$ cat config.mk
export PLATFORM = sky130hd
export DESIGN_NAME = game_flow_ctrl
export DESIGN_NICKNAME = d
export VERILOG_FILES = /design/src/rtl/game_flow_ctrl.sv
export SDC_FILE = /design/constraint.sdc
export NUM_CORES = 1
export LEC_CHECK = 0
export CAP_MARGIN = 20
export CELL_PAD_IN_SITES_DETAIL_PLACEMENT = 0
export CELL_PAD_IN_SITES_GLOBAL_PLACEMENT = 1
export CORE_MARGIN = 3
export CORE_UTILIZATION = 39
export DETAILED_ROUTE_END_ITERATION = 10
export PLACE_DENSITY_LB_ADDON = 0.25
export SETUP_SLACK_MARGIN = 0.05
export SYNTH_ARGS = -nofsm -noshare
export SYNTH_HDL_FRONTEND = slang
export SYNTH_SLANG_ARGS = --single-unit
$ cat constraint.sdc
create_clock -name clk -period 2.1 [get_ports clk]
set_input_delay 0.42 -clock clk [delete_from_list [all_inputs] [get_ports clk]]
set_output_delay 0.42 -clock clk [all_outputs]
set_load 0.02 [all_outputs]
$ cat src/rtl/game_flow_ctrl.sv
// Turn sequencing for a two-player seven-column drop game: board writes, win/tie resolution.
// Optional move timeout is built only when MOVE_TIMEOUT_EN is defined.
module game_flow_ctrl #(
    parameter int unsigned TIMEOUT_CYCLES = 500000000
) (
    input  logic       clk,
    input  logic       rst,
    input  logic       start,
    input  logic       drop,
    input  logic [2:0] col,
    input  logic       chk_done,
    input  logic       chk_win,
    output logic [1:0] state,
    output logic [1:0] game_status,
    output logic       wr_en,
    output logic [2:0] wr_row,
    output logic [2:0] wr_col,
    output logic       wr_player,
    output logic       clr_board,
    output logic       reject,
    output logic       timeout,
    output logic [5:0] moves
);

    typedef enum logic [1:0] {
        GAME_INIT = 2'b00,
        P1_TURN   = 2'b01,
        P2_TURN   = 2'b10,
        END_GAME  = 2'b11
    } state_t;

    typedef enum logic {
        WAIT_DROP = 1'b0,
        WAIT_CHK  = 1'b1
    } phase_t;

    state_t     state_q;
    phase_t     phase_q;
    logic [2:0] heights [0:6];
    logic [2:0] sel_h;
    logic       col_ok;
    logic       drop_ok;
    state_t     other_player;

`ifdef MOVE_TIMEOUT_EN
    localparam int unsigned CNT_W = (TIMEOUT_CYCLES > 1) ? $clog2(TIMEOUT_CYCLES) : 1;
    localparam logic [CNT_W-1:0] CNT_LAST = CNT_W'(TIMEOUT_CYCLES - 1);
    logic [CNT_W-1:0] to_cnt;
    logic             timeout_q;
    assign timeout = timeout_q;
`else
    logic unused_timeout_cfg;
    assign unused_timeout_cfg = ^TIMEOUT_CYCLES;
    assign timeout = 1'b0;
`endif

    assign state = state_q;

    // A full or nonexistent column reads as height 6 so a single compare rejects both.
    always_comb begin
        col_ok = (col != 3'd7);
        sel_h  = 3'd6;
        if (col_ok)
            sel_h = heights[col];
        drop_ok      = drop && col_ok && (sel_h != 3'd6);
        other_player = (state_q == P1_TURN) ? P2_TURN : P1_TURN;
    end

    always_ff @(posedge clk or posedge rst) begin
        if (rst) begin
            state_q     <= GAME_INIT;
            phase_q     <= WAIT_DROP;
            game_status <= 2'b00;
            wr_en       <= 1'b0;
            wr_row      <= 3'd0;
            wr_col      <= 3'd0;
            wr_player   <= 1'b0;
            clr_board   <= 1'b0;
            reject      <= 1'b0;
            moves       <= 6'd0;
            for (int i = 0; i < 7; i++)
                heights[i] <= 3'd0;
`ifdef MOVE_TIMEOUT_EN
            to_cnt      <= '0;
            timeout_q   <= 1'b0;
`endif
        end else begin
            wr_en     <= 1'b0;
            clr_board <= 1'b0;
            reject    <= 1'b0;
`ifdef MOVE_TIMEOUT_EN
            timeout_q <= 1'b0;
`endif
            case (state_q)
                GAME_INIT, END_GAME: begin
                    if (start) begin
                        clr_board   <= 1'b1;
                        moves       <= 6'd0;
                        game_status <= 2'b00;
                        state_q     <= P1_TURN;
                        phase_q     <= WAIT_DROP;
                        for (int i = 0; i < 7; i++)
                            heights[i] <= 3'd0;
`ifdef MOVE_TIMEOUT_EN
                        to_cnt      <= '0;
`endif
                    end
                end
                default: begin
                    if (phase_q == WAIT_DROP) begin
                        if (drop_ok) begin
                            wr_en        <= 1'b1;
                            wr_row       <= sel_h;
                            wr_col       <= col;
                            wr_player    <= (state_q == P2_TURN);
                            heights[col] <= sel_h + 3'd1;
                            moves        <= moves + 6'd1;
                            phase_q      <= WAIT_CHK;
                        end else begin
                            if (drop)
                                reject <= 1'b1;
`ifdef MOVE_TIMEOUT_EN
                            // Rejected drops keep the clock running against the idle player.
                            if (to_cnt == CNT_LAST) begin
                                timeout_q <= 1'b1;
                                state_q   <= other_player;
                                to_cnt    <= '0;
                            end else begin
                                to_cnt <= to_cnt + 1'b1;
                            end
`endif
                        end
                    end else if (chk_done) begin
                        if (chk_win) begin
                            state_q     <= END_GAME;
                            game_status <= (state_q == P1_TURN) ? 2'b01 : 2'b10;
                        end else if (moves == 6'd42) begin
                            state_q     <= END_GAME;
                            game_status <= 2'b11;
                        end else begin
                            state_q <= other_player;
                            phase_q <= WAIT_DROP;
`ifdef MOVE_TIMEOUT_EN
                            to_cnt  <= '0;
`endif
                        end
                    end
                end
            endcase
        end
    end

endmodule

Word-level counts from Yosys, hierarchy flattened --
Index checks and enable logic that the tools add are counted.
Storage, ports and cells: output and inout port bits 21, RAM bits 0, bits in read-only memories 0, register bits after elaboration 42, bits in latches 0, memories kept 0
Operators by class: reduce and logical (&&, ||, !) cells 13, $add $sub $neg 2, bitwise logic cells 3, shift operators 0, magnitude comparators 2, equal/unequal tests 8, divide/modulo/power cells 0, muxes and demuxes 44, $mul 0
Operators by type and width (count):
- two-way mux 21 bit | 4
- two-way mux 2 bit | 14
- two-way mux 6 bit | 4
- bitwise mux 21 bit | 1
- two-way mux 1 bit | 15
- two-way mux 3 bit | 4
- binary-select mux 3 bit (select 3 bit) | 1
- demux 3 bit (select 3 bit) | 1
- AND reduction 3 bit | 3
- adder 6 x 1 -> 6 bit, second input constant | 1
- == test 6 bit, second input constant | 1
- != test 3 bit, second input constant | 2
- nonzero test 2 bit | 3
- == test 2 bit, second input constant | 2
- >= comparator 4 bit, second input constant | 1
- < comparator 4 x 1 -> 1 bit, second input constant | 1
- NOT 3 -> 4 bit | 1
- AND reduction 4 bit | 1
- adder 3 x 1 -> 3 bit, second input constant | 1
- logical AND 1 bit | 3
- nonzero test 3 bit | 1
- == test 2 x 1 -> 1 bit, second input constant | 1
- logical NOT 2 bit | 1
- != test 2 x 1 -> 1 bit, second input constant | 1
- 3 further kinds | 4

Logic depth before layout (Yosys ltp) --
word-level depth 10, depth in mapped cells 12, mapped depth without buffers 10

Least setup slack after synthesis --
Ideal clock, no wire load.
path type input to register, from input col[1], to register wr_col[0], buffers on the path 3, path slack -0.545 ns, data arrival time 2.520 ns, stages on the path 12, library setup time 0.125 ns, cell sequence buf_6 -> buf_2 -> mux2i_1 -> nor2_1 -> a31oi_1 -> a21oi_1 -> inv_1 -> ha_1 -> o21a_1 -> buf_6 -> nor2_4 -> mux2_2
On the way: word-level cells in the longest chain between the ends 8, elaborated cells between the ends (all ways) 10, those cells by class eq/ne (2); mux (4); bitwise (1); reduce/logical (3)
RTL lines:
- from (decl) | line 10 | input logic [2:0] col,
- NOT 3 -> 4 bit (implied by the code) | line 64 | sel_h = heights[col];
- binary-select mux 3 bit (select 3 bit) | line 64
- two-way mux 3 bit (implied by the code) (2 in series) | line 64
- two-way mux 3 bit * | line 63 | if (col_ok)
- via sel_h[0] | line 40 | logic [2:0] sel_h;
- != test 3 bit * | line 65 | drop_ok = drop && col_ok && (sel_h != 3'd6);
- logical AND 1 bit * | line 65
- AND reduction 3 bit (no line) *
- to (signal assigned) | line 114 | wr_col <= col;
- to (decl) | line 17 | output logic [2:0] wr_col,
Mark *: on every way through the listed nets, which the timed path passes. The rest lies on a longest branch. The select of a mux whose other input is x is not followed. A chain may end at the register's enable or synchronous reset.

Worst setup path after layout --
from register heights[13] (netlist bit), to register heights[0] (netlist bit)
On the way: word-level cells in the longest chain between the ends 8
RTL lines:
- from (decl) | line 39 | logic [2:0] heights [0:6];
- from (signal, indexed assignment) | line 116 | heights[col] <= sel_h + 3'd1;
- binary-select mux 3 bit (select 3 bit) | line 64
- two-way mux 3 bit (implied by the code) (2 in series) | line 64
- two-way mux 3 bit | line 63
- via sel_h[1] | line 40
- != test 3 bit | line 65
- logical AND 1 bit | line 65
- nonzero test 2 bit (no line)
- AND reduction 3 bit (no line)
The timed path passes the listed nets, and every way through them passes these cells. The select of a mux whose other input is x is not followed.

==> results.yml <==
synth:
  avgSynthCellArea_um2: 10.9
  synth_edf_count: 0
  yosys.area.top_type_share: 0.474
  yosysUniqueCellTypes: 46
  ys_seq_area_frac: 0.474
  synthFlopType: "dfrtp_1"
  synthTopCellsByArea: "dfrtp_1 (47%), mux2i_1 (11%), nand2_1 (5.4%)"
  synth_commonest_cells: "dfrtp_1 (42), nand2_1 (32), mux2i_1 (24)"
  synthArstFlopShare: 1.00
  synth_seq_cells: 42
  yosysTopAreaCell: "dfrtp_1"
  yosysWarnings: 0
  synth.net_count: 219
  synth_most_common_cell: "dfrtp_1"
  synth_cells: 204
  synth_area_um2: 2220
worst_setup_path:
  slowest_stage: "mux4_2"
  critical_path.max_fanout: 7
  start_kind: "flop"
  path_cells: "mux4_2, mux2_4, ha_4, o21a_4, or4_4, mux2i_1"
  path_class: "flop to flop"
  max_stage_delay_ns: 0.46
  required_ns: 2.28
  cp-end-kind: "flop"
  cp.arrival_ns: 2.37
worst_hold_path:
  holdCritPathClass: "input pin to asynchronous set/reset pin"
cts:
  clock_latency_ns: 0.29
  cts_root_buf: "clkbuf_8"
  clockBufferDepth: 2
  cts_tree: "done"
  cts.sinks: 42
  h-tree-depth: 2
  cts_made_buffers: 5
  hold_buffers: 0
  clk_pin_slew_ns: 0.08
global_routing:
  grt_usage: 0.170
  overflow: 0
  grt_pass1_vias: 1711
  antenna_found_initial: 0
  grt_pass1_wl_mm: 8.60
  grt_max_degree: 29
pwr:
  power_density_nw_per_um2: 1130
  p_leak_uw: 0.00144
  ir_worst_vdd_uv: 529
floorplanning:
  die-width_um: 81.4
  core_area_um2: 5300
  fp.dieH_um: 81.4
  rows: 26
  start_util: 0.418
  fp.dieArea_um2: 6630
  io_pins: 30
timing:
  rsz0062_at_grt: "true"
  fin_crit_sh: 1.04
  hold_viol: 0
  worst_slack_ns: -0.0873
  tns_ns: -0.895
  setup_viol: 19
  fmax_mhz: 457
  period_minus_slack_ns: 2.19
  drv_slew: 0
  skew_ns: 0.00236
placement:
  place.gp.congestion: 0.789
  place_area_um2: 2830
  hpwl_mm: 3.68
  port-buffer-count: 28
cells_and_area:
  layout-drive-gt1-share: 0.355
  area_growth_pct: 39.3
  nNetsFinal: 287
  fin_util: 0.582
  fin_area_um2: 3090
  n_antenna_cell: 0
detailed_routing:
  first_iter_violations: 50
  firstDrtPassIters: 4
  wl_mm: 5.16
  drcViolationCount: 0
  ant_nets: 0
  vias_per_cell: 5.09
  vias: 1746
  wl_per_cell_um: 15.0
flow_run:
  drv_cap: 0
run_status:
  status: "finished with violations"
  violations: "negative setup slack"
[report_power, final]
part	internal, µW	leakage, µW	switching (µW)	total [µW]
sequential	1060	0.000556	154	1210
clock	264	0.0000472	284	548
combinational	889	0.000840	851	1740
[cells by family (layout without fill, tap and decap cells)]
group / after synthesis / in the layout / synth area share
AOI/OAI and AO/OA: 29 / 29 / 0.0863
and+or+nand+nor: 66 / 67 / 0.166
other: 1 / 1 / 0.00169
buffers and inverters: 22 / 90 / 0.0474
DFF: 42 / 42 / 0.474
xor gates and xnor gates: 1 / 1 / 0.00395
muxes: 37 / 37 / 0.186
adders and majority gates: 6 / 6 / 0.0339
[layout by cell type, fill, tap and decap left out, types with 3 or more instances in the layout]
| cell type | count |
|---|---|
| nand2_1 | 29 |
| clkdlybuf4s50_1 | 25 |
| inv_1 | 9 |
| a21oi_1 | 6 |
| dfrtp_1 | 40 |
| a22oi_1 | 3 |
| nand2b_1 | 3 |
| buf_4 | 41 |
| a21oi_2 | 3 |
| nor2_1 | 3 |
| mux2_4 | 9 |
| ha_1 | 4 |
| or2_2 | 3 |
| nand4_1 | 3 |
| mux2i_1 | 24 |
| clkbuf_8 | 6 |
| nor3_1 | 3 |
| nand2_2 | 3 |
| buf_6 | 4 |
| o21ai_0 | 3 |
[stage by stage]
step / instances / setup slack (ns) / hold WS [ns] / power [µW]
after floorplan: 204 / -0.361 / 0.496 / 2180
after detailed placement: 325 / -0.866 / 0.495 / 2840
final: 343 / -0.0873 / 0.431 / 3500
after global placement: 325 / -0.833 / 0.492 / 2810
after global routing: 343 / -0.138 / 0.470 / 3750
after CTS: 336 / -0.0831 / 0.445 / 3450
[timing repair]
| item | CTS | global route |
|---|---|---|
| setup endpoints to repair | 37 | 36 |
| gates cloned | 1 | 0 |
| setup buffers | 2 | 7 |
| resized for setup | 21 | 11 |
| pin swaps | 6 | 5 |
[final cells by class]
cell class	count	area, µm²
Clock buffer	6	82.6
Clock inverter	2	12.5
Fill cell	450	2210
Inverter	9	33.8
Multi-Input combinational cell	141	1190
Sequential cell	42	1050
Tap cell	70	87.6
Timing Repair Buffer	73	626
[state kept, by name, summed over array words and instances (netlist names), 2 cells and up]
register	cells
moves	6
wr_col	3
heights	21
game_status	2
state	2
wr_row	3
[layer usage]
metal  vias up  GRT usage  wire length [µm]
met4         0     0.0456                20
met3         2     0.0366               181
met5         -          0                 0
li1        854          -                 -
met1       856      0.248              2620
met2        34      0.254              2340
[path summary, 6_finish.rpt]
kind	startpoint	end	slack, ns	cells past startpoint
max	heights[13]	heights[0]	-0.09	6
min	rst	wr_player	0.43	2
max reg2reg	heights[13]	heights[0]	-0.09	6
min reg2reg	wr_row[2]	wr_row[2]	0.51	1
max in group asynchronous	rst	heights[1]	1.06	3
min in group clk	wr_row[2]	wr_row[2]	0.51	1
[worst max-delay path, delay by kind of cell (launching register included)]
kind,cells,cell delay (ns)
AOI/OAI and AO/OA,1,0.16
adders and majority gates,1,0.17
DFF,1,0.39
muxes,3,0.91
and+or+nand+nor,1,0.45
Note: power is estimated with default switching activity, not from simulation.
